## src/rtl/synapse_array.sv

```systemverilog
// Weighted-sum synapse: N programmable weights, serial MAC over one packed input vector,
// then shift / saturate, with the result offered on a valid/ready handshake.
module synapse_array #(
    parameter int N_INPUTS = 4,
    parameter int DATA_W   = 8,
    parameter int WEIGHT_W = 8,
    parameter int OUT_W    = 8,
    parameter int SHIFT    = 0,
    parameter int SATURATE = 1
) (
    input  logic                         clk_i,
    input  logic                         rst_i,
    input  logic                         w_we_i,
    input  logic [$clog2(N_INPUTS)-1:0]  w_addr_i,
    input  logic [WEIGHT_W-1:0]          w_data_i,
    input  logic                         in_valid_i,
    output logic                         in_ready_o,
    input  logic [N_INPUTS*DATA_W-1:0]   data_i,
    output logic                         out_valid_o,
    input  logic                         out_ready_i,
    output logic [OUT_W-1:0]             data_o,
    output logic                         sat_o
);
    localparam int IDX_W  = $clog2(N_INPUTS);
    localparam int PROD_W = DATA_W + WEIGHT_W;
    localparam int ACC_W  = PROD_W + IDX_W;
    localparam int EXT_W  = ACC_W + OUT_W;

    typedef enum logic [1:0] {S_IDLE, S_ACCUM, S_DONE} state_t;

    state_t                       r_state;
    logic [IDX_W-1:0]             r_idx;
    logic [N_INPUTS*DATA_W-1:0]   r_x;
    logic [ACC_W-1:0]             r_acc;
    logic [WEIGHT_W-1:0]          r_w [N_INPUTS];
    logic [OUT_W-1:0]             r_data;
    logic                         r_sat;
    logic                         r_out_valid;
    logic                         r_in_ready;

    logic [DATA_W-1:0]            w_x;
    logic [PROD_W-1:0]            w_prod;
    logic [ACC_W-1:0]             w_acc_next;
    logic [EXT_W-1:0]             w_ext;
    logic                         w_over;
    logic [OUT_W-1:0]             w_result;
    logic                         w_last;

    // The final product is folded in combinationally so the result registers on the last ACCUM edge.
    always_comb begin
        w_x        = r_x[int'(r_idx)*DATA_W +: DATA_W];
        w_prod     = PROD_W'(w_x) * PROD_W'(r_w[r_idx]);
        w_acc_next = r_acc + ACC_W'(w_prod);
        w_ext      = EXT_W'(w_acc_next >> SHIFT);
        w_over     = |(w_ext >> OUT_W);
        w_result   = (w_over && (SATURATE != 0)) ? '1 : w_ext[OUT_W-1:0];
        w_last     = (r_idx == IDX_W'(N_INPUTS - 1));
    end

    always_ff @(posedge clk_i) begin
        if (rst_i) begin
            r_state     <= S_IDLE;
            r_idx       <= '0;
            r_x         <= '0;
            r_acc       <= '0;
            r_data      <= '0;
            r_sat       <= 1'b0;
            r_out_valid <= 1'b0;
            r_in_ready  <= 1'b1;
        end else begin
            case (r_state)
                S_IDLE: begin
                    if (in_valid_i) begin
                        r_x        <= data_i;
                        r_acc      <= '0;
                        r_idx      <= '0;
                        r_in_ready <= 1'b0;
                        r_state    <= S_ACCUM;
                    end
                end
                S_ACCUM: begin
                    r_acc <= w_acc_next;
                    if (w_last) begin
                        r_idx       <= '0;
                        r_data      <= w_result;
                        r_sat       <= w_over;
                        r_out_valid <= 1'b1;
                        r_state     <= S_DONE;
                    end else begin
                        r_idx <= r_idx + 1'b1;
                    end
                end
                S_DONE: begin
                    if (out_ready_i) begin
                        r_out_valid <= 1'b0;
                        r_in_ready  <= 1'b1;
                        r_state     <= S_IDLE;
                    end
                end
                default: begin
                    r_out_valid <= 1'b0;
                    r_in_ready  <= 1'b1;
                    r_state     <= S_IDLE;
                end
            endcase
        end
    end

    // A write lands at the end of its cycle, so the product in flight still sees the old weight.
    always_ff @(posedge clk_i) begin
        if (rst_i) begin
            for (int unsigned k = 0; k < N_INPUTS; k++) r_w[k] <= '0;
        end else if (w_we_i && (int'(w_addr_i) < N_INPUTS)) begin
            r_w[w_addr_i] <= w_data_i;
        end
    end

    assign in_ready_o  = r_in_ready;
    assign out_valid_o = r_out_valid;
    assign data_o      = r_data;
    assign sat_o       = r_sat;
endmodule
```

## config.mk

```make
export PLATFORM = sky130hd
export DESIGN_NAME = synapse_array
export DESIGN_NICKNAME = d
export VERILOG_FILES = /design/src/rtl/synapse_array.sv
export SDC_FILE = /design/constraint.sdc
export NUM_CORES = 1
export LEC_CHECK = 0
export CORE_ASPECT_RATIO = 1.2
export CORE_MARGIN = 4
export CORE_UTILIZATION = 53
export DETAILED_ROUTE_END_ITERATION = 16
export PLACE_DENSITY = 0.84
export SETUP_SLACK_MARGIN = 0.05
export SKIP_LAST_GASP = 1
export SLEW_MARGIN = 0
export SYNTH_ARGS = -nofsm -noshare
export SYNTH_HDL_FRONTEND = slang
export SYNTH_SLANG_ARGS = --single-unit
```

## constraint.sdc

```tcl
create_clock -name clk_i -period 5.59 [get_ports clk_i]
set_input_delay 0.559 -clock clk_i [delete_from_list [all_inputs] [get_ports clk_i]]
set_output_delay 0.559 -clock clk_i [all_outputs]
set_load 0.005 [all_outputs]
```

# Yosys cells after proc, flatten, opt, wreduce, memory -nomap -nowiden
# Memories as Yosys holds them, arrays and structs flattened. A register that Yosys moved wholly into a read port is not among the register bits.
# Index checks and enable logic that the tools add are counted.
dict set report word_totals {
  ff_bits 65
  inputBits 47
  mem_bits_rw 32
  memories 1
}
# memory depth width read_ports rd_ports_with_merged_regs write_ports line
set mem_list {}
lappend mem_list {r_w 4 8 1 1 4 35} ;# logic [WEIGHT_W-1:0] r_w [N_INPUTS];
dict set report op_classes {
  n_addsub 2
  mux 26
  shifts 1
  reduce_logical 10
  multipliers 1
  bitwise_logic 2
  n_eq_ne 6
}
# operator n
set ops {}
lappend ops {{18-bit case mux with 2 select lines} 1}
lappend ops {{32-bit by 6-bit indexed part select with 8-bit output} 1}
lappend ops {{18-bit by 16-bit adder with 18-bit output} 1}
lappend ops {{18-bit 2-to-1 mux} 1}
lappend ops {{8-bit by 8-bit multiplier with 16-bit output} 1}
lappend ops {{2-bit 2-to-1 mux} 8}
lappend ops {{8-bit 2-to-1 mux} 2}
lappend ops {{1-bit 2-to-1 mux} 10}
lappend ops {{10-bit OR reduction} 1}
lappend ops {{3-bit AND reduction} 3}
lappend ops {{8-bit OR reduction} 1}
lappend ops {{2-bit != test, second input constant} 3}
lappend ops {{1-bit case mux with 3 select lines} 2}
lappend ops {{2-bit case mux with 3 select lines} 1}
lappend ops {{2-bit AND reduction} 3}
lappend ops {{2-bit == test, second input constant} 2}
lappend ops {{2-bit case mux with 2 select lines} 1}
lappend ops {{2-bit by 1-bit adder with 2-bit output, second input constant} 1}
lappend ops {{2-bit by 1-bit == test with 1-bit output, second input constant} 1}
lappend ops {{2-bit logical NOT} 1}
lappend ops {{1-bit NOT} 2}
lappend ops {{2-bit nonzero test} 1}

# Longest topological paths before layout
# Gate-level depths: netlist of run 1.
dict set report depth {
  depth_word 5
  depth_mapped 19
}

# Worst setup path after synthesis of run 1
# Ideal clock, no wire load.
dict set report synth_timing {
  path_type {register -> register}
  start {reg r_idx[0]}
  end {reg r_sat (netlist: sat_o)}
  setup_time_ns 0.138
  path_slack_ns -0.055
  required_time_ns 5.452
  synth_period_minus_slack_ns 5.645
  path_stages_with_launch 18
  arrival_ns 5.507
  cell_sequence {dfxtp_1 > clkbuf_1 > mux4_2 > and2_1 > fa_1 > fa_1 > fa_1 > inv_1 > fa_1 > inv_1 > ha_1 > a21oi_2 > o21ai_2 > or4_1 > o32ai_1 > o32ai_2 > nor4_4 > a211oi_1}
}
dict set report synth_via {
  elab_chain_len 4
}
# item line
set synth_lines {}
lappend synth_lines {{from (decl)} 32} ;# logic [IDX_W-1:0] r_idx;
lappend synth_lines {{from (signal assigned)} 90} ;# r_idx <= r_idx + 1'b1;
lappend synth_lines {{32-bit by 6-bit indexed part select with 8-bit output} 51} ;# w_x = r_x[int'(r_idx)*DATA_W +: DATA_W];
lappend synth_lines {{8-bit by 8-bit multiplier with 16-bit output} 52} ;# w_prod = PROD_W'(w_x) * PROD_W'(r_w[r_idx]);
lappend synth_lines {{18-bit by 16-bit adder with 18-bit output} 53} ;# w_acc_next = r_acc + ACC_W'(w_prod);
lappend synth_lines {{10-bit OR reduction} 55} ;# w_over = |(w_ext >> OUT_W);
lappend synth_lines {{to (signal assigned)} 86} ;# r_sat <= w_over;
lappend synth_lines {{to (decl)} 37} ;# logic r_sat;
# Several ways; a longest one is shown, not always the timed one.
# A chain may end at the register's enable or synchronous reset.

# Worst setup path in the final report of run 1
dict set report layout_timing {
  start {reg r_idx[0]}
  end {reg r_data[5] (netlist: data_o[5])}
}
dict set report layout_via {
  elab_chain_len 5
}
# item line
set layout_lines {}
lappend layout_lines {{32-bit by 6-bit indexed part select with 8-bit output} 51}
lappend layout_lines {{8-bit by 8-bit multiplier with 16-bit output} 52}
lappend layout_lines {{18-bit by 16-bit adder with 18-bit output} 53}
lappend layout_lines {{10-bit OR reduction} 55}
lappend layout_lines {{8-bit 2-to-1 mux} 56} ;# w_result = (w_over && (SATURATE != 0)) ? '1 : w_ext[OUT_W-1:0];
lappend layout_lines {{to (signal assigned)} 85} ;# r_data <= w_result;
lappend layout_lines {{to (decl)} 36} ;# logic [OUT_W-1:0] r_data;
# Several ways; a longest one is shown, not always the timed one.

==> results of run 1 <==
-- placed cells by master, fill, tap and decap left out, types with 4 or more instances in the layout --
cell type and n:
o21ai_0 4, inv_2 7, or2_2 4, o21bai_1 9, and2_1 58, buf_6 7, fa_2 4, ha_4 6
buf_4 31, a31oi_1 7, dfxtp_1 64, clkdlybuf4s50_1 56, clkbuf_16 10, a21oi_2 4, fa_1 46, mux4_2 16
nor3_1 4, nand2_2 8, nand2_1 108, edfxtp_1 32, ha_1 33, nor2_1 25, a21oi_1 61, and2_4 11
inv_1 94, nand3_1 20
-- routing by layer --
| layer | global-route usage (%) | vias up |
|---|---|---|
| li1 | - | 2561 |
| met1 | 26.7 | 2747 |
| met2 | 38.1 | 260 |
| met3 | 3.21 | 59 |
| met4 | 11.2 | 0 |
| met5 | 0 | - |
-- through the flow --
step                      cell area, um^2  setup WS [ns]  hold slack, ns  TNS, ns
after floorplan                      6820          0.153           0.433        0
after global placement               7600        0.00206           0.440        0
after detailed placement             7600        -0.0296           0.447  -0.0412
after CTS                            8000         0.0514           0.456        0
after global routing                 8500        -0.0197           0.478  -0.0336
final                                8500          0.156           0.458        0
-- cell families after synthesis --
group,Yosys count
fa+ha+maj,91
simple gates,266
compound gates,117
flops,99
xor+xnor,8
buf+inv,130
mux,16
-- area by class of cell --
type	count	share of cell area, %
multi-input cells	498	51.2
flip-flops and latches	99	27.2
repair buffers	100	11.4
inverters	101	4.46
clock buffers	9	2.65
well taps	164	2.41
clock inverters	7	0.721
-- final timing paths --
kind | end | slack, ns
worst max-delay path | data_o[5] | 0.16
worst min-delay path | r_x[29] | 0.46
worst max register to register | data_o[5] | 0.16
worst min register to register | r_x[29] | 0.46
-- where the power goes --
| group | internal [mW] | total [mW] | switching (mW) |
|---|---|---|---|
| clock | 0.309 | 0.611 | 0.303 |
| combinational | 0.446 | 0.997 | 0.550 |
| sequential | 0.792 | 0.817 | 0.0255 |
| total | 1.55 | 2.43 | 0.879 |
-- flip-flops by register name (all words and copies together), names as in the netlist, named ones only --
| register | count |
|---|---|
| out_valid_o | 1 |
| r_acc | 18 |
| sat_o | 1 |
| in_ready_o | 1 |
| r_state | 2 |
| r_idx | 2 |
| r_w | 32 |
| r_x | 32 |
| data_o | 8 |
-- worst reg2reg max path, delay by kind of cell (launching register included) --
kind	cells	cell delay (ns)
compound gates	3	0.51
simple gates	5	1.13
buf+inv	5	0.55
mux	1	0.57
fa+ha+maj	5	2.17
flops	1	0.37
-- timing repair --
item / 4_1_cts / 5_1_grt
setup buffers: 10 / 19
resized for setup: 6 / 80
setup endpoints to repair: 9 / 12
pin swaps: 1 / 50
cloned: 0 / 2
==> metrics.cfg, run 1 <==
[status]
status = completed

[cells_and_area]
fin_util_pct = 67.4
multi_input_area_um2 = 4350
area_growth_pct = 24.8
fill_cells = 843
drive_gt1_share_pct = 19.0
seqCellArea_um2 = 2310
fin_cells = 978
n_antenna_cell = 0
fin_nets = 947

[die]
initial_core_util_pct = 54.0
core-area_um2 = 12600
row_count = 45
fp.dieH_um = 132
dieArea_um2 = 14700
die_w_um = 112
ioPinCount = 58

[power]
p_leak_nw = 3.66
finalPower_mw = 2.43
vdd_drop_max_mv = 0.224
p_per_area_nw_per_um2 = 285

[synth]
synthFlopType = dfxtp_1
ys_top_cells_by_area = dfxtp_1 (20%), fa_1 (15%), edfxtp_1 (14%)
synth_top_family_by_area = adder cells
syn_area_um2 = 6810
synth_nets = 865
synth_common_cells = nand2_1 (116), inv_1 (101), and2_1 (68), dfxtp_1 (67), a21oi_1 (64)
yosysTopAreaCell = dfxtp_1
ys_warn_count = 0
synth_top_area_share_pct = 19.7
synth_most_common_cell = nand2_1
synth_edf_count = 32
synth_fa_ha_area_share_pct = 22.2
synthCells = 727
avgSynthCellArea_um2 = 9.37
synth-xor-area-share_pct = 1.03
synth_seq_area_share_pct = 33.8
async_reset_ff_share_pct = 0
synth_compound_area_share_pct = 11.2
ys_types = 55
muxShareOfSynthArea_pct = 5.29
ys_seq_elements = 99
yosys.area_share.simple_pct = 19.3

[grt]
grt_pass1_vias = 5539
track_usage_pct = 22.0
grt_antenna_before_repair = 0
grt_first_pass_wirelength_um = 26300
grt-ovfl-total = 0
grt_max_degree = 71

[timing]
final_hold_viol_count = 0
skew_ns = 0.00966
maxSlewHeadroom_pct = 22.9
setup_viol_count_final = 0
fin_crit_sh_pct = 97.2
tightest_slew_ns = 1.16
slew_violations = 0
max_freq_mhz = 184
fin_crit_ns = 5.43

[detailed_routing]
drtIter0Drc = 475
ant_nets = 0
met3_wirelength_um = 1070
post_drt_via_cell_ratio = 5.75
drc = 0
wl_per_cell_um = 18.4
wl_met2_um = 9150
vias = 5627
top_layer_used = met4
dr.pass1.iters = 5
drt_wl_total_um = 18000
wl_met1_um = 6890

[setup_path]
crit_top_cell = fa_1
arrival_ns = 5.65
r2r_start = r_idx[0]
end_kind = register
critPathLaunch = r_idx[0]
slowest_stage = mux4_2
critPathBufInv = 5
critical_path.max_stage_delay_ns = 0.57
r2r_cells = 19
required_ns = 5.80
crit_family = adder cells
cp_cell_sequence = buf_12 > mux4_2 > buf_6 > and2_1 > fa_1 > fa_1 > fa_1 > inv_1 > fa_1 > inv_2 > ha_4 > a21oi_4 > nand2_2 > or3_4 > a211oi_2 > nand4b_1 > nor4_4 > buf_6 > a31oi_1
crit_cells = 19
crit_type = reg -> reg
cp_max_fo = 5
startpoint_type = register

[placement]
dp_cells = 931
gp_congestion = 0.892
port_buffers = 57
dpl.hpwl_um = 11800

[run]
maxCapViolations = 0

[clock_tree]
clock_sinks = 99
clock_latency_ns = 0.36
root_buffer = clkbuf_16
cts_made_buffers = 9
hold_buffers = 0
cts_max_level = 3
cts_tree = yes
cts_buffer_depth = 2
path_clk_slew_ns = 0.08

[hold_path]
whs_path_depth = 2
hp-class = reg -> reg
hp-start = r_x[29]

Note: power is estimated with default switching activity, not from simulation.
==> inputs of run 2 (changes only) <==
--- a/config.mk
+++ b/config.mk
@@ -9,6 +9,7 @@
 export CORE_MARGIN = 4
 export CORE_UTILIZATION = 53
 export DETAILED_ROUTE_END_ITERATION = 16
+export GPL_ROUTABILITY_DRIVEN = 1
 export PLACE_DENSITY = 0.84
 export SETUP_SLACK_MARGIN = 0.05
 export SKIP_LAST_GASP = 1
==> results of run 2 <==
The final DEF is identical to that of run 1; final timing and power are the same.
